File: config.mk
export PLATFORM = sky130hd
export DESIGN_NAME = key_event_ctrl
export DESIGN_NICKNAME = d
export VERILOG_FILES = /design/src/rtl/key_evt_pkg.sv /design/src/rtl/key_fsm.sv /design/src/rtl/key_event_ctrl.sv
export SDC_FILE = /design/constraint.sdc
export NUM_CORES = 1
export LEC_CHECK = 0
export CAP_MARGIN = 5
export CORE_ASPECT_RATIO = 1.75
export CORE_MARGIN = 2
export CORE_UTILIZATION = 45
export DETAILED_ROUTE_END_ITERATION = 10
export HOLD_SLACK_MARGIN = 0.15
export MAX_ROUTING_LAYER = met4
export PLACE_DENSITY = 0.61
export SLEW_MARGIN = 40
export SYNTH_ARGS = -nofsm -noshare
export SYNTH_HDL_FRONTEND = slang
export SYNTH_SLANG_ARGS = --single-unit
File: constraint.sdc
create_clock -name clk -period 7.2 [get_ports clk]
set_clock_uncertainty 0.1 [all_clocks]
set_input_delay 1.44 -clock clk [delete_from_list [all_inputs] [get_ports clk]]
set_output_delay 1.44 -clock clk [all_outputs]
set_load 0.01 [all_outputs]
File: src/rtl/key_evt_pkg.sv
// Shared definitions for the key event controller.
// Holds the event type encodings presented on evt_type, the per-key
// debounce/hold state encodings, and a helper that sizes a saturating
// counter to hold the larger of two limits.
package key_evt_pkg;

  typedef enum logic [1:0] {
    EVT_PRESS   = 2'd0,
    EVT_LONG    = 2'd1,
    EVT_REPEAT  = 2'd2,
    EVT_RELEASE = 2'd3
  } evt_type_t;

  typedef enum logic [2:0] {
    ST_IDLE        = 3'd0,
    ST_DEB_PRESS   = 3'd1,
    ST_PRESSED     = 3'd2,
    ST_HELD        = 3'd3,
    ST_DEB_RELEASE = 3'd4
  } key_state_t;

  // Bits needed for a counter that must reach max(a, b) without wrapping.
  function automatic int cnt_width(input int a, input int b);
    int m;
    m = (a > b) ? a : b;
    return (m < 1) ? 1 : $clog2(m + 1);
  endfunction

endpackage

File: src/rtl/key_fsm.sv
// Per-key debounce and hold-timing state machine.
// Ports:
//   clk, rst_n  : clock, asynchronous active-low reset
//   tick        : one-cycle sample strobe from the shared prescaler
//   sample      : synchronized raw key level (1 = pressed)
//   level       : debounced key level (registered)
//   evt_req     : an event is raised this cycle (combinational, tick cycles only)
//   evt_code    : type of the raised event
//   evt_clash   : a RELEASE and a LONG/REPEAT fell on the same tick; RELEASE wins
module key_fsm
  import key_evt_pkg::*;
#(
  parameter int DEB_TICKS  = 20,
  parameter int LONG_TICKS = 1000,
  parameter int REP_TICKS  = 200
) (
  input  logic       clk,
  input  logic       rst_n,
  input  logic       tick,
  input  logic       sample,
  output logic       level,
  output logic       evt_req,
  output logic [1:0] evt_code,
  output logic       evt_clash
);

  localparam int CW = cnt_width(LONG_TICKS, REP_TICKS);
  localparam int DW = cnt_width(DEB_TICKS, 1);
  localparam logic [CW-1:0] LONG_LIM = CW'(LONG_TICKS);
  localparam logic [CW-1:0] REP_LIM  = CW'(REP_TICKS);
  localparam logic [DW-1:0] DEB_LAST = DW'(DEB_TICKS - 1);
  localparam logic [DW-1:0] DEB_ONE  = DW'(1);

  key_state_t    state_reg, state_next;
  logic [DW-1:0] dcnt_reg, dcnt_next, dcnt_inc;
  logic [CW-1:0] hcnt_reg, hcnt_next, hcnt_inc;
  logic          held_reg, held_next;
  logic          level_reg, level_next;
  logic          press_evt, rel_evt, hold_evt;
  logic [1:0]    hold_code;

  always_ff @(posedge clk or negedge rst_n) begin
    if (!rst_n) begin
      state_reg <= ST_IDLE;
      dcnt_reg  <= '0;
      hcnt_reg  <= '0;
      held_reg  <= 1'b0;
      level_reg <= 1'b0;
    end else begin
      state_reg <= state_next;
      dcnt_reg  <= dcnt_next;
      hcnt_reg  <= hcnt_next;
      held_reg  <= held_next;
      level_reg <= level_next;
    end
  end

  always_comb begin
    state_next = state_reg;
    dcnt_next  = dcnt_reg;
    hcnt_next  = hcnt_reg;
    held_next  = held_reg;
    level_next = level_reg;
    press_evt  = 1'b0;
    rel_evt    = 1'b0;
    hold_evt   = 1'b0;
    hold_code  = EVT_LONG;
    dcnt_inc   = (dcnt_reg == '1) ? dcnt_reg : dcnt_reg + 1'b1;
    hcnt_inc   = (hcnt_reg == '1) ? hcnt_reg : hcnt_reg + 1'b1;

    if (tick) begin
      // Hold timing keeps running through a release debounce so a bounce
      // during a long hold does not restart the LONG/REPEAT schedule.
      if (state_reg inside {ST_PRESSED, ST_HELD, ST_DEB_RELEASE}) begin
        hcnt_next = hcnt_inc;
        if (!held_reg && hcnt_inc == LONG_LIM) begin
          hold_evt  = 1'b1;
          hold_code = EVT_LONG;
          held_next = 1'b1;
          hcnt_next = '0;
        end else if (held_reg && hcnt_inc == REP_LIM) begin
          hold_evt  = 1'b1;
          hold_code = EVT_REPEAT;
          hcnt_next = '0;
        end
      end

      case (state_reg)
        ST_IDLE: begin
          if (sample) begin
            if (DEB_TICKS <= 1) begin
              state_next = ST_PRESSED;
              level_next = 1'b1;
              press_evt  = 1'b1;
              hcnt_next  = '0;
              held_next  = 1'b0;
            end else begin
              state_next = ST_DEB_PRESS;
              dcnt_next  = DEB_ONE;
            end
          end
        end
        ST_DEB_PRESS: begin
          if (!sample) begin
            state_next = ST_IDLE;
          end else if (dcnt_reg == DEB_LAST) begin
            state_next = ST_PRESSED;
            level_next = 1'b1;
            press_evt  = 1'b1;
            hcnt_next  = '0;
            held_next  = 1'b0;
          end else begin
            dcnt_next = dcnt_inc;
          end
        end
        ST_PRESSED, ST_HELD: begin
          if (!sample) begin
            if (DEB_TICKS <= 1) begin
              state_next = ST_IDLE;
              level_next = 1'b0;
              rel_evt    = 1'b1;
            end else begin
              state_next = ST_DEB_RELEASE;
              dcnt_next  = DEB_ONE;
            end
          end else begin
            state_next = held_next ? ST_HELD : ST_PRESSED;
          end
        end
        ST_DEB_RELEASE: begin
          if (sample) begin
            state_next = held_next ? ST_HELD : ST_PRESSED;
          end else if (dcnt_reg == DEB_LAST) begin
            state_next = ST_IDLE;
            level_next = 1'b0;
            rel_evt    = 1'b1;
          end else begin
            dcnt_next = dcnt_inc;
          end
        end
        default: state_next = ST_IDLE;
      endcase
    end
  end

  assign level     = level_reg;
  assign evt_req   = press_evt | rel_evt | hold_evt;
  assign evt_code  = rel_evt ? EVT_RELEASE : (press_evt ? EVT_PRESS : hold_code);
  assign evt_clash = rel_evt & hold_evt;

endmodule

File: src/rtl/key_event_ctrl.sv
// Multi-key front end: shared sample prescaler, per-key debounce/hold FSMs,
// one pending-event slot per key, round-robin arbiter and an event FIFO
// drained through a valid/ready handshake.
// Ports:
//   clk, rst_n  : clock, asynchronous active-low reset
//   key_in      : raw button levels, 1 = pressed (asynchronous)
//   key_level   : debounced level per key
//   evt_valid   : FIFO head event available
//   evt_ready   : consumer takes the head when evt_valid & evt_ready
//   evt_key     : key index of the head event
//   evt_type    : 0=PRESS 1=LONG 2=REPEAT 3=RELEASE
//   overflow    : sticky, an event was dropped since reset
module key_event_ctrl
  import key_evt_pkg::*;
#(
  parameter int N_KEYS     = 4,
  parameter int TICK_DIV   = 100_000,
  parameter int DEB_TICKS  = 20,
  parameter int LONG_TICKS = 1000,
  parameter int REP_TICKS  = 200,
  parameter int FIFO_DEPTH = 4
) (
  input  logic                      clk,
  input  logic                      rst_n,
  input  logic [N_KEYS-1:0]         key_in,
  output logic [N_KEYS-1:0]         key_level,
  output logic                      evt_valid,
  input  logic                      evt_ready,
  output logic [$clog2(N_KEYS)-1:0] evt_key,
  output logic [1:0]                evt_type,
  output logic                      overflow
);

  localparam int KW   = $clog2(N_KEYS);
  localparam int PW   = $clog2(TICK_DIV);
  localparam int AW   = $clog2(FIFO_DEPTH);
  localparam int CNTW = AW + 1;

  // ---------------- synchronizer and prescaler ----------------
  logic [N_KEYS-1:0] sync1_reg, sync2_reg;
  logic [PW-1:0]     presc_reg;
  logic              tick;

  assign tick = (presc_reg == PW'(TICK_DIV - 1));

  always_ff @(posedge clk or negedge rst_n) begin
    if (!rst_n) begin
      sync1_reg <= '0;
      sync2_reg <= '0;
      presc_reg <= '0;
    end else begin
      sync1_reg <= key_in;
      sync2_reg <= sync1_reg;
      presc_reg <= tick ? '0 : presc_reg + 1'b1;
    end
  end

  // ---------------- per-key FSMs and pending slots ----------------
  logic [N_KEYS-1:0] evt_req, evt_clash, granted, drop;
  logic [1:0]        evt_code [N_KEYS];
  logic              slot_valid_reg [N_KEYS];
  logic [1:0]        slot_type_reg [N_KEYS];
  logic              gnt_valid;
  logic [KW-1:0]     gnt_idx;

  genvar gi;
  generate
    for (gi = 0; gi < N_KEYS; gi++) begin : g_key
      key_fsm #(
        .DEB_TICKS (DEB_TICKS),
        .LONG_TICKS(LONG_TICKS),
        .REP_TICKS (REP_TICKS)
      ) u_fsm (
        .clk      (clk),
        .rst_n    (rst_n),
        .tick     (tick),
        .sample   (sync2_reg[gi]),
        .level    (key_level[gi]),
        .evt_req  (evt_req[gi]),
        .evt_code (evt_code[gi]),
        .evt_clash(evt_clash[gi])
      );

      assign granted[gi] = gnt_valid && (gnt_idx == KW'(gi));
      // A slot being granted this cycle is free to take a new event.
      assign drop[gi] = (evt_req[gi] && slot_valid_reg[gi] && !granted[gi]) || evt_clash[gi];

      always_ff @(posedge clk or negedge rst_n) begin
        if (!rst_n) begin
          slot_valid_reg[gi] <= 1'b0;
          slot_type_reg[gi]  <= EVT_PRESS;
        end else if (evt_req[gi] && (!slot_valid_reg[gi] || granted[gi])) begin
          slot_valid_reg[gi] <= 1'b1;
          slot_type_reg[gi]  <= evt_code[gi];
        end else if (granted[gi]) begin
          slot_valid_reg[gi] <= 1'b0;
        end
      end
    end
  endgenerate

  // ---------------- FIFO state ----------------
  logic [KW+1:0]   mem [FIFO_DEPTH];
  logic [AW-1:0]   wr_ptr_reg, rd_ptr_reg;
  logic [CNTW-1:0] count_reg;
  logic            full, push, pop, can_push;
  logic [KW+1:0]   head;

  assign full     = (count_reg == CNTW'(FIFO_DEPTH));
  assign pop      = evt_ready && (count_reg != '0);
  assign can_push = !full || pop;
  assign push     = gnt_valid;

  // ---------------- round-robin arbiter ----------------
  logic [KW-1:0] last_gnt_reg;

  always_comb begin
    int j;
    j         = 0;
    gnt_valid = 1'b0;
    gnt_idx   = '0;
    for (int i = 1; i <= N_KEYS; i++) begin
      j = int'(last_gnt_reg) + i;
      if (j >= N_KEYS) j = j - N_KEYS;
      if (!gnt_valid && can_push && slot_valid_reg[KW'(j)]) begin
        gnt_valid = 1'b1;
        gnt_idx   = KW'(j);
      end
    end
  end

  always_ff @(posedge clk or negedge rst_n) begin
    if (!rst_n) begin
      last_gnt_reg <= KW'(N_KEYS - 1);  // first search starts at key 0
      overflow     <= 1'b0;
    end else begin
      if (gnt_valid) last_gnt_reg <= gnt_idx;
      if (|drop) overflow <= 1'b1;
    end
  end

  // ---------------- FIFO ----------------
  always_ff @(posedge clk) begin
    if (push) mem[wr_ptr_reg] <= {gnt_idx, slot_type_reg[gnt_idx]};
  end

  always_ff @(posedge clk or negedge rst_n) begin
    if (!rst_n) begin
      wr_ptr_reg <= '0;
      rd_ptr_reg <= '0;
      count_reg  <= '0;
    end else begin
      if (push) wr_ptr_reg <= wr_ptr_reg + 1'b1;
      if (pop)  rd_ptr_reg <= rd_ptr_reg + 1'b1;
      case ({push, pop})
        2'b10:   count_reg <= count_reg + 1'b1;
        2'b01:   count_reg <= count_reg - 1'b1;
        default: count_reg <= count_reg;
      endcase
    end
  end

  // Head outputs are forced to zero while empty so reset shows 0 without
  // having to clear the storage array.
  assign head      = mem[rd_ptr_reg];
  assign evt_valid = (count_reg != '0);
  assign evt_key   = evt_valid ? head[KW+1:2] : '0;
  assign evt_type  = evt_valid ? head[1:0] : 2'd0;

endmodule
==> flow_summary.json <==
{
  "ys_types": 86,
  "grt_first_pass_wirelength_um": 34500,
  "cts_setup_buffers": 0,
  "worstSetupEndpointType": "output pin",
  "fp.dieH_um": 189,
  "insertion_delay_ns": 0.43,
  "core_um2": 19200,
  "rows": 67,
  "clk_path_buf_depth": 2,
  "p_leak_nw": 3.97,
  "tightest_slew_ns": 0.818,
  "worstHoldPathType": "reg2reg",
  "grt_pass1_vias": 7224,
  "gp_congestion": 0.880,
  "die_x_um": 110,
  "async_reset_ff_frac": 0.888,
  "vias": 7227,
  "first_iter_violations": 301,
  "dieArea_um2": 20800,
  "postPlaceCellArea_um2": 9040,
  "drive_gt1_frac": 0.0819,
  "ys_top_cells_by_area": "dfrtp_1 36%, edfxtp_1 5.5%, o21ai_0 5.2%",
  "first_pass_iters": 6,
  "status": "finished, final reports clean",
  "grt_usage": 0.217,
  "via_per_inst": 5.88,
  "arrival_ns": 2.14,
  "detail_route.wl_per_cell_um": 16.4,
  "post-synth-top-area-fraction": 0.355,
  "tritoncts": "built",
  "htreeDepth": 4,
  "nets": 1002,
  "max_clock_freq_ghz": 0.272,
  "ys.flop_type": "dfrtp_1",
  "slew_headroom": 0.449,
  "final_cell_area_um2": 9630,
  "path_clk_slew_ns": 0.06,
  "hpwlAfterDp_um": 14600,
  "rsz0062_at_grt": "false",
  "antenna_found_initial": 0,
  "cp.required_ns": 5.66,
  "initial_core_util": 0.459,
  "place_inst": 1198,
  "grt_max_degree": 65,
  "drv_cap": 0,
  "setup_viol": 0,
  "numCtsBuffers": 17,
  "io_buffer_count": 16,
  "netlist_instances": 989,
  "vdd_ir_drop_max_mv": 0.164,
  "cts_root_buf": "clkbuf_16",
  "setup_tns_ns": 0,
  "yosys_warnings": 0,
  "slew_violations": 0,
  "synthesis.nets": 1015,
  "multiInputGateArea_um2": 4760,
  "period_share": 0.512,
  "area_growth_pct": 9.35,
  "cp-start-kind": "register",
  "synth_area_per_cell_um2": 8.91,
  "yosysTopAreaCell": "dfrtp_1",
  "drc_errors": 0,
  "final_common_cell": "dfrtp_1",
  "final_cell_mix": "125 x dfrtp_1, 101 x nand2_1, 91 x o21ai_0",
  "fin_cells": 1230,
  "worstPathMaxFanout": 6,
  "n_antenna_cell": 0,
  "p_per_area_nw_per_um2": 213,
  "cts-hold-fix-buffers": 0,
  "critPathKind": "reg2out",
  "wl_um": 20200,
  "ys_seq_area_frac": 0.416,
  "n_fill_cell": 1818,
  "period_needed_ns": 3.68,
  "synth-edff-count": 16,
  "io_pins": 17,
  "syn-cell-area_um2": 8810,
  "largest_reg_flops": 40,
  "register_area_um2": 3660,
  "power.total_w": 0.00205,
  "cts.sinks": 143,
  "ys_seq_elements": 143,
  "cts_repair_resize_count": 0,
  "postRouteAntennaNets": 0,
  "finalHoldViolations": 0,
  "gr-total-overflow": 0
}
-- power by group --
part           total [W]  leakage (nW)  internal (W)  switching (W)
logic           0.000248          1.83      0.000129       0.000120
clock network   0.000877         0.281      0.000533       0.000344
registers       0.000923          1.85      0.000872      0.0000516
-- logic make-up (layout without fill, tap and decap cells) --
group	Yosys count	after routing	synth area share
AO/OA/AOI/OAI	256	256	0.184
AND/OR/NAND/NOR	425	425	0.255
buffers and inverters	85	85	0.0453
XOR/XNOR	32	32	0.0318
flip-flops	143	143	0.416
adder cells (fa/ha/maj)	19	19	0.0278
multiplexers	29	29	0.0406
-- final cells by class --
class,instances,area share
multi-input cells,761,0.494
flip-flops and latches,143,0.380
clock buffers,21,0.0489
well taps,241,0.0313
repair buffers,21,0.0210
inverters,32,0.0125
clock inverters,11,0.0120
-- cells in the mapped netlist, types with 4 or more instances --
cell type and number:
inv_1 32, and4_1 7, and3_1 29, nor4b_1 4, nor2b_1 16, a22o_1 5
a211oi_1 7, nand4b_1 4, and2_1 19, o211ai_1 8, mux2i_1 14, nor3b_1 5
o21a_1 6, nor2_1 84, a21oi_1 61, or4b_2 4, mux2_2 10, nand4_1 16
or2_2 5, o31ai_1 10, nand3_1 48, nor4_1 14, o32a_1 5, buf_6 5
dfrtp_1 125, nor3_1 25, xnor2_1 11, a31oi_1 16, buf_2 9, xor2_1 21
buf_4 8, o21ai_1 4, o21ai_0 91, a21o_1 6, ha_1 18, or3_1 8
a41oi_1 4, clkbuf_1 28, nand2b_1 13, nand2_1 101, edfxtp_1 16, mux4_2 4
-- per-stage QoR --
step / setup slack, ns / hold slack (ns) / util
floorplan: 3.89 / 0.231 / -
global placement: 3.33 / 0.234 / 0.470
detailed placement: 3.30 / 0.237 / 0.471
CTS: 3.46 / 0.251 / 0.501
global route: 3.37 / 0.264 / 0.502
finish: 3.52 / 0.244 / 0.502
-- worst max-delay path: stages (launching register included) --
cell	delay (ns)
dfrtp_1	0.54
mux4_2	0.54
and2_1	0.16
clkdlybuf4s50_1	0.47
-- worst paths after layout --
path                            depth (start not counted)                        from                         end  slack, ns
worst max-delay path                                    3               rd_ptr_reg[0]                  evt_key[1]       3.52
worst min-delay path                                    0                sync1_reg[3]                sync2_reg[3]       0.24
worst max register to register                          9  g_key[2].u_fsm.hcnt_reg[0]  g_key[2].u_fsm.hcnt_reg[1]       3.74
worst min register to register                          0                sync1_reg[3]                sync2_reg[3]       0.24
max in group asynchronous                               2                       rst_n  g_key[1].u_fsm.hcnt_reg[0]       5.07
min in group asynchronous                               1                       rst_n               presc_reg[14]       0.91
-- routing by layer --
metal / share of wire / global-route usage
met5: 0 / -
met4: 0.026 / 0.0823
met3: 0.024 / 0.0382
met2: 0.54 / 0.387
met1: 0.41 / 0.234
No activity file was read; power rests on OpenSTA's default activity.
